==> config.mk <==
export PLATFORM = sky130hd
export DESIGN_NAME = mac_sequencer
export DESIGN_NICKNAME = d
export VERILOG_FILES = /design/src/rtl/mac_sequencer.sv
export SDC_FILE = /design/constraint.sdc
export NUM_CORES = 1
export LEC_CHECK = 0
export ABC_AREA = 1
export CAP_MARGIN = 0
export CORE_MARGIN = 3
export CORE_UTILIZATION = 50
export CTS_BUF_LIST = sky130_fd_sc_hd__clkbuf_4 sky130_fd_sc_hd__clkbuf_8
export CTS_CLUSTER_SIZE = 12
export DETAILED_ROUTE_END_ITERATION = 8
export GPL_TIMING_DRIVEN = 0
export PLACE_DENSITY_LB_ADDON = 0.25
export SETUP_SLACK_MARGIN = 0.05
export SKIP_LAST_GASP = 1
export SYNTH_ARGS = -nofsm -noshare
export SYNTH_HDL_FRONTEND = slang
export SYNTH_SLANG_ARGS = --single-unit
==> constraint.sdc <==
create_clock -name clk -period 9.3 [get_ports clk]
set_input_delay 0.93 -clock clk [delete_from_list [all_inputs] [get_ports clk]]
set_output_delay 0.93 -clock clk [all_outputs]
set_load 0.02 [all_outputs]
==> src/rtl/mac_sequencer.sv <==
// Multi-cycle multiply-accumulate sequencer for the EX stage: owns the accumulator,
// stalls IF/ID/EX while a product is computed and flags the MAC result to MEM.
module mac_sequencer #(
  parameter int DATA_W      = 32,
  parameter int MAC_LATENCY = 4
) (
  input  logic              clk,
  input  logic              reset,
  input  logic              mac_issue,
  input  logic              mac_clr,
  input  logic [DATA_W-1:0] op_a,
  input  logic [DATA_W-1:0] op_b,
  input  logic              flush,
  input  logic              pipe_advance,
  output logic              stall_ex,
  output logic              mac_busy,
  output logic [DATA_W-1:0] mac_out,
  output logic              mac_control_mem
);
  localparam int CNT_W = $clog2(MAC_LATENCY) + 1;

  typedef enum logic [1:0] {IDLE, BUSY, DONE, RESULT} state_t;

  state_t            state_q;
  logic [CNT_W-1:0]  cnt_q;
  logic [DATA_W-1:0] acc_q;
  logic [DATA_W-1:0] a_q;
  logic [DATA_W-1:0] b_q;
  logic              clr_q;
  logic [DATA_W-1:0] prod_lo;
  logic [DATA_W-1:0] acc_d;

  // Only the low DATA_W bits of the product are kept, so accumulation wraps naturally.
  assign prod_lo = a_q * b_q;
  assign acc_d   = (clr_q ? '0 : acc_q) + prod_lo;

  always_ff @(posedge clk) begin
    if (reset) begin
      state_q <= IDLE;
      cnt_q   <= '0;
      acc_q   <= '0;
      a_q     <= '0;
      b_q     <= '0;
      clr_q   <= 1'b0;
    end else begin
      case (state_q)
        IDLE: begin
          if (mac_issue && !flush) begin
            a_q     <= op_a;
            b_q     <= op_b;
            clr_q   <= mac_clr;
            cnt_q   <= CNT_W'(MAC_LATENCY - 1);
            state_q <= BUSY;
          end
        end
        BUSY: begin
          if (flush) begin
            cnt_q   <= '0;
            state_q <= IDLE;
          end else if (cnt_q == '0) begin
            acc_q   <= acc_d;
            state_q <= DONE;
          end else begin
            cnt_q <= cnt_q - CNT_W'(1);
          end
        end
        // The accumulator is already committed here, so a flush only drops the MEM pulse.
        DONE: begin
          if (flush) begin
            state_q <= IDLE;
          end else if (pipe_advance) begin
            state_q <= RESULT;
          end
        end
        RESULT: begin
          if (pipe_advance) begin
            state_q <= IDLE;
          end
        end
        default: state_q <= IDLE;
      endcase
    end
  end

  // A MAC arriving while the previous result still sits in MEM must wait for the next IDLE.
  always_comb begin
    stall_ex = 1'b0;
    case (state_q)
      IDLE:    stall_ex = mac_issue && !flush;
      BUSY:    stall_ex = !flush;
      DONE:    stall_ex = 1'b0;
      RESULT:  stall_ex = mac_issue;
      default: stall_ex = 1'b0;
    endcase
    if (reset) begin
      stall_ex = 1'b0;
    end
  end

  assign mac_busy        = (state_q != IDLE);
  assign mac_control_mem = (state_q == RESULT);
  assign mac_out         = acc_q;

endmodule

Word-level counts from Yosys, hierarchy flattened
Index checks and enable logic that the tools add are counted.
- flip-flop bits (word level): 102
- word-level logic and storage cells: 42
- add/sub/neg operators: 2
- multiply operators: 1
- equal/unequal tests: 8
- mux-type cells: 14
- bitwise gates (word level): 1
- reduce and logical (&&, ||, !) cells: 10
- operator list (kind ; number):
    adder 32 bit ; 1
    multiplier 32 x 32 -> 32 bit ; 1
    2-to-1 mux 32 bit ; 1
    2-to-1 mux 2 bit ; 6
    2-to-1 mux 3 bit ; 3
    inequality test 3 bit, second input constant ; 3
    one-hot mux 2 bit (4 select lines) ; 1
    one-hot mux 3 bit (2 select lines) ; 1
    AND reduction 3 bit ; 2
    == test 2 bit, second input constant ; 2
    inequality test 2 bit, second input constant ; 2
    one-hot mux 1 bit (4 select lines) ; 1
    AND reduction 4 bit ; 1
    nonzero test 2 bit ; 2
    zero test 3 bit ; 1
    subtractor 3 x 1 -> 3 bit, second input constant ; 1
    == test 2 x 1 -> 1 bit, second input constant ; 1
    zero test 2 bit ; 1
    AND reduction 2 bit ; 1
    logical AND 1 bit ; 1
    zero test 1 bit ; 1
    2-to-1 mux 1 bit ; 1
    inverter 1 bit ; 1

Depth between registers and ports, before layout
Gate-level depths: netlist of run 1.
- depth after elaboration: 4
- gate-level depth with buffers: 35
- gate-level depth less buffers: 33

Least setup slack after synthesis of run 1
No wires, ideal clock.
- path type: reg2reg
- start point: register clr_q
- end point: register acc_q[31], in the netlist mac_out[31]
- arrival time: 6570 ps
- data required time: 9191 ps
- slack: 2621 ps
- cell stages (with the launch flop): 35
- buffers on the path: 2
- period minus slack after synthesis: 6679 ps
- path through: dfxtp_1 > buf_6 > inv_4 > clkbuf_1 > nand2_1 > fa_1 > inv_1 > fa_1 > fa_1 > inv_1 > fa_1 > inv_1 > fa_1 > inv_1 > fa_1 > inv_1 > fa_1 > inv_1 > fa_1 > inv_1 > ha_1 > nand2_2 > nor4_2 > nand2_1 > nand2_1 > a21o_1 > nand2_1 > nand2_2 > nand2_1 > nand2_2 > inv_1 > nand2_1 > nand3_1 > nand2_1 > inv_1
- cells in the longest elaborated chain, start to end: 2
- ends and longest elaborated chain (element ; RTL line ; source):
    from (decl) ; 29 ; logic clr_q;
    from (signal assigned) ; 51 ; clr_q <= mac_clr;
    2-to-1 mux 32 bit ; 35 ; assign acc_d = (clr_q ? '0 : acc_q) + prod_lo;
    adder 32 bit ; 35 ;
    to (signal assigned) ; 41 ; acc_q <= '0;
    to (signal assigned) ; 61 ; acc_q <= acc_d;
    to (decl) ; 26 ; logic [DATA_W-1:0] acc_q;
Every way passes these cells.
A chain may end at the register's enable or synchronous reset.

Worst setup path in the final report of run 1
- start point: register a_q[13]
- end point: register acc_q[22], in the netlist mac_out[22]
- cells in the longest elaborated chain, start to end: 2
- ends and longest elaborated chain (element ; RTL line ; source):
    from (decl) ; 27 ; logic [DATA_W-1:0] a_q;
    from (signal assigned) ; 49 ; a_q <= op_a;
    multiplier 32 x 32 -> 32 bit ; 34 ; assign prod_lo = a_q * b_q;
    adder 32 bit ; 35 ;
Every way passes these cells.

==> key figures, run 1 <==
Global route
  • Initial antenna violation count: 0
  • First-pass GRT wire length: a little over 100000 um
  • Gr usage total: 29.2%
  • Vias in the first global route: 18500
  • Grt ovf: 0
  • Largest net degree at the start of global routing: 17

Layout
  • Most common cell after layout, fill and taps aside: inv_1
  • Area delta synth->final: 8.92%
  • NumNets Final: between 3000 and 4000
  • Final cell count without fillers: between 3000 and 4000
  • Most frequent cells in the layout: inv_1, nand2_1, fa_1, nor2_1, ha_1
  • Layout cells sized above 1: 2.19%
  • Fillers: 4134
  • Area occupied by multi-input gates: 0.0156 mm^2
  • Seq. cell area: approximately 0.002 mm^2
  • ANT cells: 0

Setup path
  • Flop2flop setup slack: 1.13 ns
  • Reg2reg start: a_q[13]
  • Crit end category: flip-flop
  • Worst setup path class: reg2reg
  • Worst setup SP type: flip-flop
  • Reg2Reg Depth: 26
  • Crit-path max FO: 10
  • CP Data Required Time: 9.71 ns
  • CP Data Arrival Time: 8.58 ns
  • R2r endpoint: mac_out[22]

Clocking
  • CTS Root Cell: clkbuf_8
  • Clock sink count: 102
  • CTS tree: yes
  • Clock latency at the later pin of the worst-skew pair: 0.45 ns
  • Bufs on Longest Clock Path: 2
  • Post-CTS setup buffers: 0
  • Number of buffers created by CTS: 9
  • PostCTS Resize Cnt: 0
  • Worst-path clk slew: 0.11 ns
  • CTS H-tree lvls: 3
  • Hold buffers post-CTS: 0

Route
  • Routed length per instance: between 15 and 20 um
  • Ratio of routed vias to standard cells: 5.04
  • Post-route DRC: 0
  • Vias: 18500
  • Total wire length: 66000 um
  • ANT nets after route: 0
  • First-iteration detailed-routing DRC count: ~1400
  • First-pass detailed-route iteration total: 9

Timing
  • Slew margin rel.: 28.6%
  • Fin. Hold Viols: 0
  • Slew @ Worst Pin: between 1 and 1.5 ns
  • Fin. max-slew vios: 0
  • Clock skew: 0.0206 ns
  • RSZ-0062 raised after global routing: false
  • Endpoints failing setup: 0
  • Final min period: 8.17 ns
  • Final period util: between 80% and 90%
  • Fmax: 122 MHz
  • Setup TNS: 0 ns

Pwr
  • Power Density: 111 mW/mm^2
  • Logic pwr share: between 60% and 70%
  • Int Pwr: between 1 and 1.5 mW
  • Peak VDD IR: 0.0823 mV
  • Clk pwr share: 11.3%
  • Switch Pwr: 1.39 mW
  • P_leak: 14.3 nW
  • Switching portion of total power: 52.8%
  • Sequential share of power: 20.2%

Die
  • Die area: 0.0462 mm^2
  • Area of the core: ~0.043 mm^2
  • Die height: 215 um
  • Initial Util: approximately 50%
  • Row Count: between 70 and 80
  • Die W: 215 um
  • I/O pin cnt: 105

Logic synthesis
  • Synth unique cells: 39
  • Synthesized area: between 0.02 and 0.025 mm^2
  • Synthesized area per cell: 7.31 um^2
  • Synthesized flop and latch total: 102
  • Warning count from the yosys run: 0
  • Yosys top cell area share: 40.2%
  • Seq/Total Area, Yosys: roughly a tenth
  • Synthesized instance count: 2984
  • Syn nets: 3618
  • Post-synth top area cell: fa_1
  • Synth area leaders: fa_1, inv_1, nand2_1, dfxtp_1, ha_1

Worst hold path
  • Startpoint of the worst hold path: mac_out[4]
  • Hold Path End: mac_out[4]
  • Hold depth: 2
  • Tightest Hold Check Type: reg2reg

Placement
  • Post-DP HPWL: 56400 um
  • RePlAce Congestion: ~0.96
  • I/O Buffers: 103
  • DP Cell Count: 3664

Status
  • Status: complete, no violations

Run
  • Max-Cap Viols: 0
-- per-stage QoR --
stage	power, mW	area (um^2)	worst slack, ns	hold slack, ns	utilization (%)
floorplan	1.71	21800	2.62	0.456	-
global placement	2.31	23600	1.25	0.470	55.4
detailed placement	2.34	23600	1.23	0.469	55.4
CTS	2.65	23800	1.21	0.485	55.9
global route	2.87	23800	0.749	0.517	55.9
finish	2.64	23800	1.13	0.485	55.9
-- routing by layer --
metal | global-route usage (%) | wire length (um) | vias up
met3 | 4.82 | 5260 | 104
met2 | 47.7 | 31500 | 709
met4 | 10.2 | 2470 | 0
met5 | 0 | 0 | -
li1 | - | - | 8538
met1 | 39.5 | 26800 | 9187
-- worst max path at each step --
stage,start,endpoint,slack (ns)
finish,a_q[13],mac_out[22],1.13
global placement,a_q[13],mac_out[22],1.25
floorplan,clr_q,mac_out[31],2.62
detailed placement,a_q[13],mac_out[22],1.23
global route,b_q[4],mac_out[22],0.75
CTS,a_q[13],mac_out[22],1.21
-- power by group through the flow --
stage / Sequential, mW / Clock, mW / Combinational (mW)
after floorplan: 0.547 / 0 / 1.17
after global placement: 0.542 / 0 / 1.77
after detailed placement: 0.544 / 0 / 1.79
after CTS: 0.534 / 0.310 / 1.81
after global routing: 0.541 / 0.328 / 2.00
final: 0.534 / 0.299 / 1.80
-- cell usage after synthesis, drive strengths merged --
cell / count
a211oi: 4
a21o: 6
a21oi: 53
a221oi: 1
a31o: 1
a31oi: 4
a41oi: 1
buf: 45
clkbuf: 99
clkinv: 2
dfxtp: 102
fa: 438
ha: 126
inv: 951
nand2: 722
nand3: 52
nand3b: 6
nand4: 6
nor2: 201
nor3: 4
nor4: 4
o2111a: 1
o211ai: 5
o21ai: 111
o21bai: 2
or2: 3
xnor2: 18
xor2: 16
-- worst max-delay path, stage by stage (launching register included) --
cell	delay, ns
dfxtp_1	0.34
clkbuf_1	0.66
clkbuf_1	0.59
nand2_1	0.11
inv_1	0.09
fa_1	0.42
fa_1	0.42
fa_1	0.54
inv_1	0.08
fa_1	0.53
inv_1	0.05
fa_1	0.49
inv_1	0.05
fa_1	0.54
inv_1	0.05
fa_1	0.51
inv_1	0.06
fa_1	0.50
inv_1	0.05
ha_1	0.39
nand2_1	0.12
nor4_1	0.73
nand4_1	0.30
a31o_2	0.28
nand3_1	0.06
o211ai_1	0.09
inv_1	0.07
-- area by class of cell --
cell class / count / area share, %
Multi-Input combinational cell: 1785 / 65.5
Tap cell: 577 / 3.04
Inverter: 953 / 15.1
Clock inverter: 6 / 0.263
Sequential cell: 102 / 8.59
Timing Repair Buffer: 103 / 4.34
Buffer: 144 / 2.62
Clock buffer: 10 / 0.553
-- sequential cells by signal, indices dropped and copies added (netlist names) --
| name | count |
|---|---|
| a_q | 32 |
| b_q | 32 |
| mac_out | 32 |
| cnt_q | 3 |
| state_q | 2 |
| clr_q | 1 |
-- cell families after synthesis --
logic type | Yosys count | synth area share [%]
buffers and inverters | 1097 | 19.3
AOI/OAI and AO/OA | 189 | 4.63
adders and majority gates | 564 | 47.4
and+or+nand+nor | 998 | 17.9
DFF | 102 | 9.36
xor gates and xnor gates | 34 | 1.40
No activity file was read; power rests on OpenSTA's default activity.
==> run 2, diff against run 1 <==
- DONT_BUFFER_PORTS: not set -> 1
- SKIP_LAST_GASP: 1 -> not set
- clock period: 9.3 -> 8.5 ns (I/O delays scaled with it)
==> run 2 against run 1 <==
Fmax shrank 0.97%; core utilization shrank 2.4 points; first-iteration DRC count grew 18%; die area is the same; cell area shrank 4.3%; worst hold slack gained 0.025 ns; cell count shrank 2.8%; critical path type unchanged; critical endpoint unchanged.
==> key figures, run 2 (synthesis results as in run 1) <==
Timing
  • Final min period: 8.25 ns (+0.0800 ns)
  • Setup TNS: 0 ns (unchanged)
  • Slew @ Worst Pin: 0.991 ns (-0.0789 ns)
  • Fmax: 121 MHz (-0.97%)
  • Fin. max-slew vios: 0 (unchanged)
  • Slew margin rel.: 33.9% (+5.3 points)
  • Clock skew: 0.0153 ns (-0.00532 ns)
  • Fin. Hold Viols: 0 (unchanged)
  • RSZ-0062 raised after global routing: false
  • Final period util: 97.0% (+9.2 points)
  • Endpoints failing setup: 0 (unchanged)

Worst hold path
  • Tightest Hold Check Type: reg2reg

Layout
  • Area occupied by multi-input gates: 0.0156 mm^2 (unchanged)
  • ANT cells: 0 (unchanged)
  • Layout cells sized above 1: 2.27% (+0.075 points)
  • Most common cell after layout, fill and taps aside: inv_1
  • Most frequent cells in the layout: inv_1, nand2_1, fa_1, nor2_1, ha_1
  • Seq. cell area: 0.00204 mm^2 (unchanged)
  • Fillers: 4221 (+2.1%)
  • Final cell count without fillers: 3577 (-2.8%)
  • Area delta synth->final: 4.23%
  • NumNets Final: 3629 (-2.8%)

Global route
  • Gr usage total: 29.4% (+0.29 points)
  • Grt ovf: 0 (unchanged)
  • Initial antenna violation count: 0 (unchanged)
  • First-pass GRT wire length: 104000 um (+0.81%)
  • Largest net degree at the start of global routing: 18 (+1)
  • Vias in the first global route: 18600 (+0.32%)

Clocking
  • Bufs on Longest Clock Path: 2 (unchanged)
  • Post-CTS setup buffers: 0 (unchanged)
  • Clock latency at the later pin of the worst-skew pair: 0.46 ns (about the same)
  • CTS H-tree lvls: 3 (unchanged)
  • Hold buffers post-CTS: 0 (unchanged)
  • CTS Root Cell: clkbuf_8
  • CTS tree: yes
  • Clock sink count: 102 (unchanged)
  • Worst-path clk slew: 0.11 ns (about the same)
  • PostCTS Resize Cnt: 0 (unchanged)
  • Number of buffers created by CTS: 9 (unchanged)

Route
  • Total wire length: 66300 um (+0.52%)
  • ANT nets after route: 0 (unchanged)
  • First-iteration detailed-routing DRC count: 1600 (+18%)
  • Ratio of routed vias to standard cells: 5.09 (+1.1%)
  • Routed length per instance: 18.5 um (+3.4%)
  • First-pass detailed-route iteration total: 6 (-3)
  • Vias: 18200 (-1.7%)
  • Post-route DRC: 0 (unchanged)

Die
  • Die area: 0.0462 mm^2 (unchanged)
  • Initial Util: 51.3% (unchanged)
  • I/O pin cnt: 105 (unchanged)
  • Row Count: 75 (unchanged)
  • Die W: 215 um (unchanged)
  • Die height: 215 um (unchanged)
  • Area of the core: 0.0425 mm^2 (unchanged)

Setup path
  • CP Data Arrival Time: 8.67 ns (+0.09 ns)
  • Worst setup SP type: flip-flop
  • CP Data Required Time: 8.92 ns (-0.79 ns)
  • R2r endpoint: mac_out[22]
  • Worst setup path class: reg2reg
  • Reg2reg start: a_q[13]
  • Flop2flop setup slack: 0.25 ns (-0.88 ns)
  • Crit-path max FO: 10 (unchanged)
  • Crit path to: mac_out[22]
  • Critical Path Source: a_q[13]
  • Reg2Reg Depth: 26 (unchanged)
  • Crit end category: flip-flop

Pwr
  • Peak VDD IR: 0.105 mV (+28%)
  • Power Density: 124 mW/mm^2 (+12%)
  • P_leak: 13.9 nW (-2.8%)
  • Power, Total: 2.82 mW (+6.9%)

Placement
  • I/O Buffers: 0 (-100%)
  • RePlAce Congestion: 0.964 (+0.57%)
  • DP Cell Count: 3561 (-2.8%)
  • Post-DP HPWL: 56500 um (+0.26%)

Run
  • Max-Cap Viols: 0 (unchanged)

Status
  • Status: complete, no violations
-- run 2: changes by cell type in the layout (fill, tap and decap cells not counted) --
cell and change:
clkinvlp_4 +3, inv_6 +2, clkinv_4 -2, clkinv_2 -3, clkdlybuf4s50_1 -103
-- run 2: worst min path at each step --
stage / startpoint / endpoint / depth (start not counted)
after global placement: cnt_q[1] / cnt_q[1] / 2
after detailed placement: cnt_q[1] / cnt_q[1] / 2
after CTS: cnt_q[1] / cnt_q[1] / 2
after global routing: cnt_q[1] / cnt_q[1] / 2
after floorplan: cnt_q[1] / cnt_q[1] / 2
final: cnt_q[1] / cnt_q[1] / 2
-- run 2: cell type report --
cell class                 instances  area share, %
buffer                           144           2.73
clock buffer                      10          0.578
clock inverter                     6          0.308
inverter                         953           15.7
multi-input combinational       1785           68.5
sequential                       102           8.98
tap                              577           3.18
-- run 2: where the power goes --
group / leakage [nW] / internal [mW] / switching [mW]
clock network: 0.0929 / 0.141 / 0.199
registers: 0.836 / 0.534 / 0.0791
logic: 13.0 / 0.625 / 1.24
total: 13.9 / 1.30 / 1.52
-- run 2: per-stage QoR --
stage | area [um^2] | worst slack, ns | utilization (%) | hold slack (ns)
finish | 22700 | 0.251 | 53.5 | 0.510
global route | 22700 | 0.0623 | 53.5 | 0.528
CTS | 22700 | 0.423 | 53.5 | 0.511
detailed placement | 22500 | 0.459 | 53.0 | 0.497
global placement | 22500 | 0.643 | 53.0 | 0.470
floorplan | 21800 | 1.82 | - | 0.456
-- run 2: layer usage --
metal  GRT usage [%]  vias to the layer above  wire [um]
li1                -                     8342          -
met4            9.38                        0       2370
met2            49.0                      724      31600
met5               0                        -          0
met1            39.5                     9040      27000
met3            5.01                      111       5350
-- run 2: critical path, stage by stage (launching register included) --
cell and delay [ns]:
dfxtp_1 0.34, clkbuf_1 0.62, clkbuf_1 0.59, nand2_1 0.13, inv_1 0.09, fa_1 0.44
fa_1 0.40, fa_1 0.53, inv_1 0.08, fa_1 0.53, inv_1 0.05, fa_1 0.50
inv_1 0.06, fa_1 0.54, inv_1 0.05, fa_1 0.47, inv_1 0.07, fa_1 0.48
inv_1 0.04, ha_1 0.39, nand2_1 0.13, nor4_1 0.84, nand4_1 0.33, a31o_2 0.30
nand3_1 0.08, o211ai_1 0.09, inv_1 0.06
==> run 3, diff against run 2 <==
- CAP_MARGIN: 0 -> not set
==> results of run 3 <==
The final DEF is identical to that of run 2; final timing and power are the same.
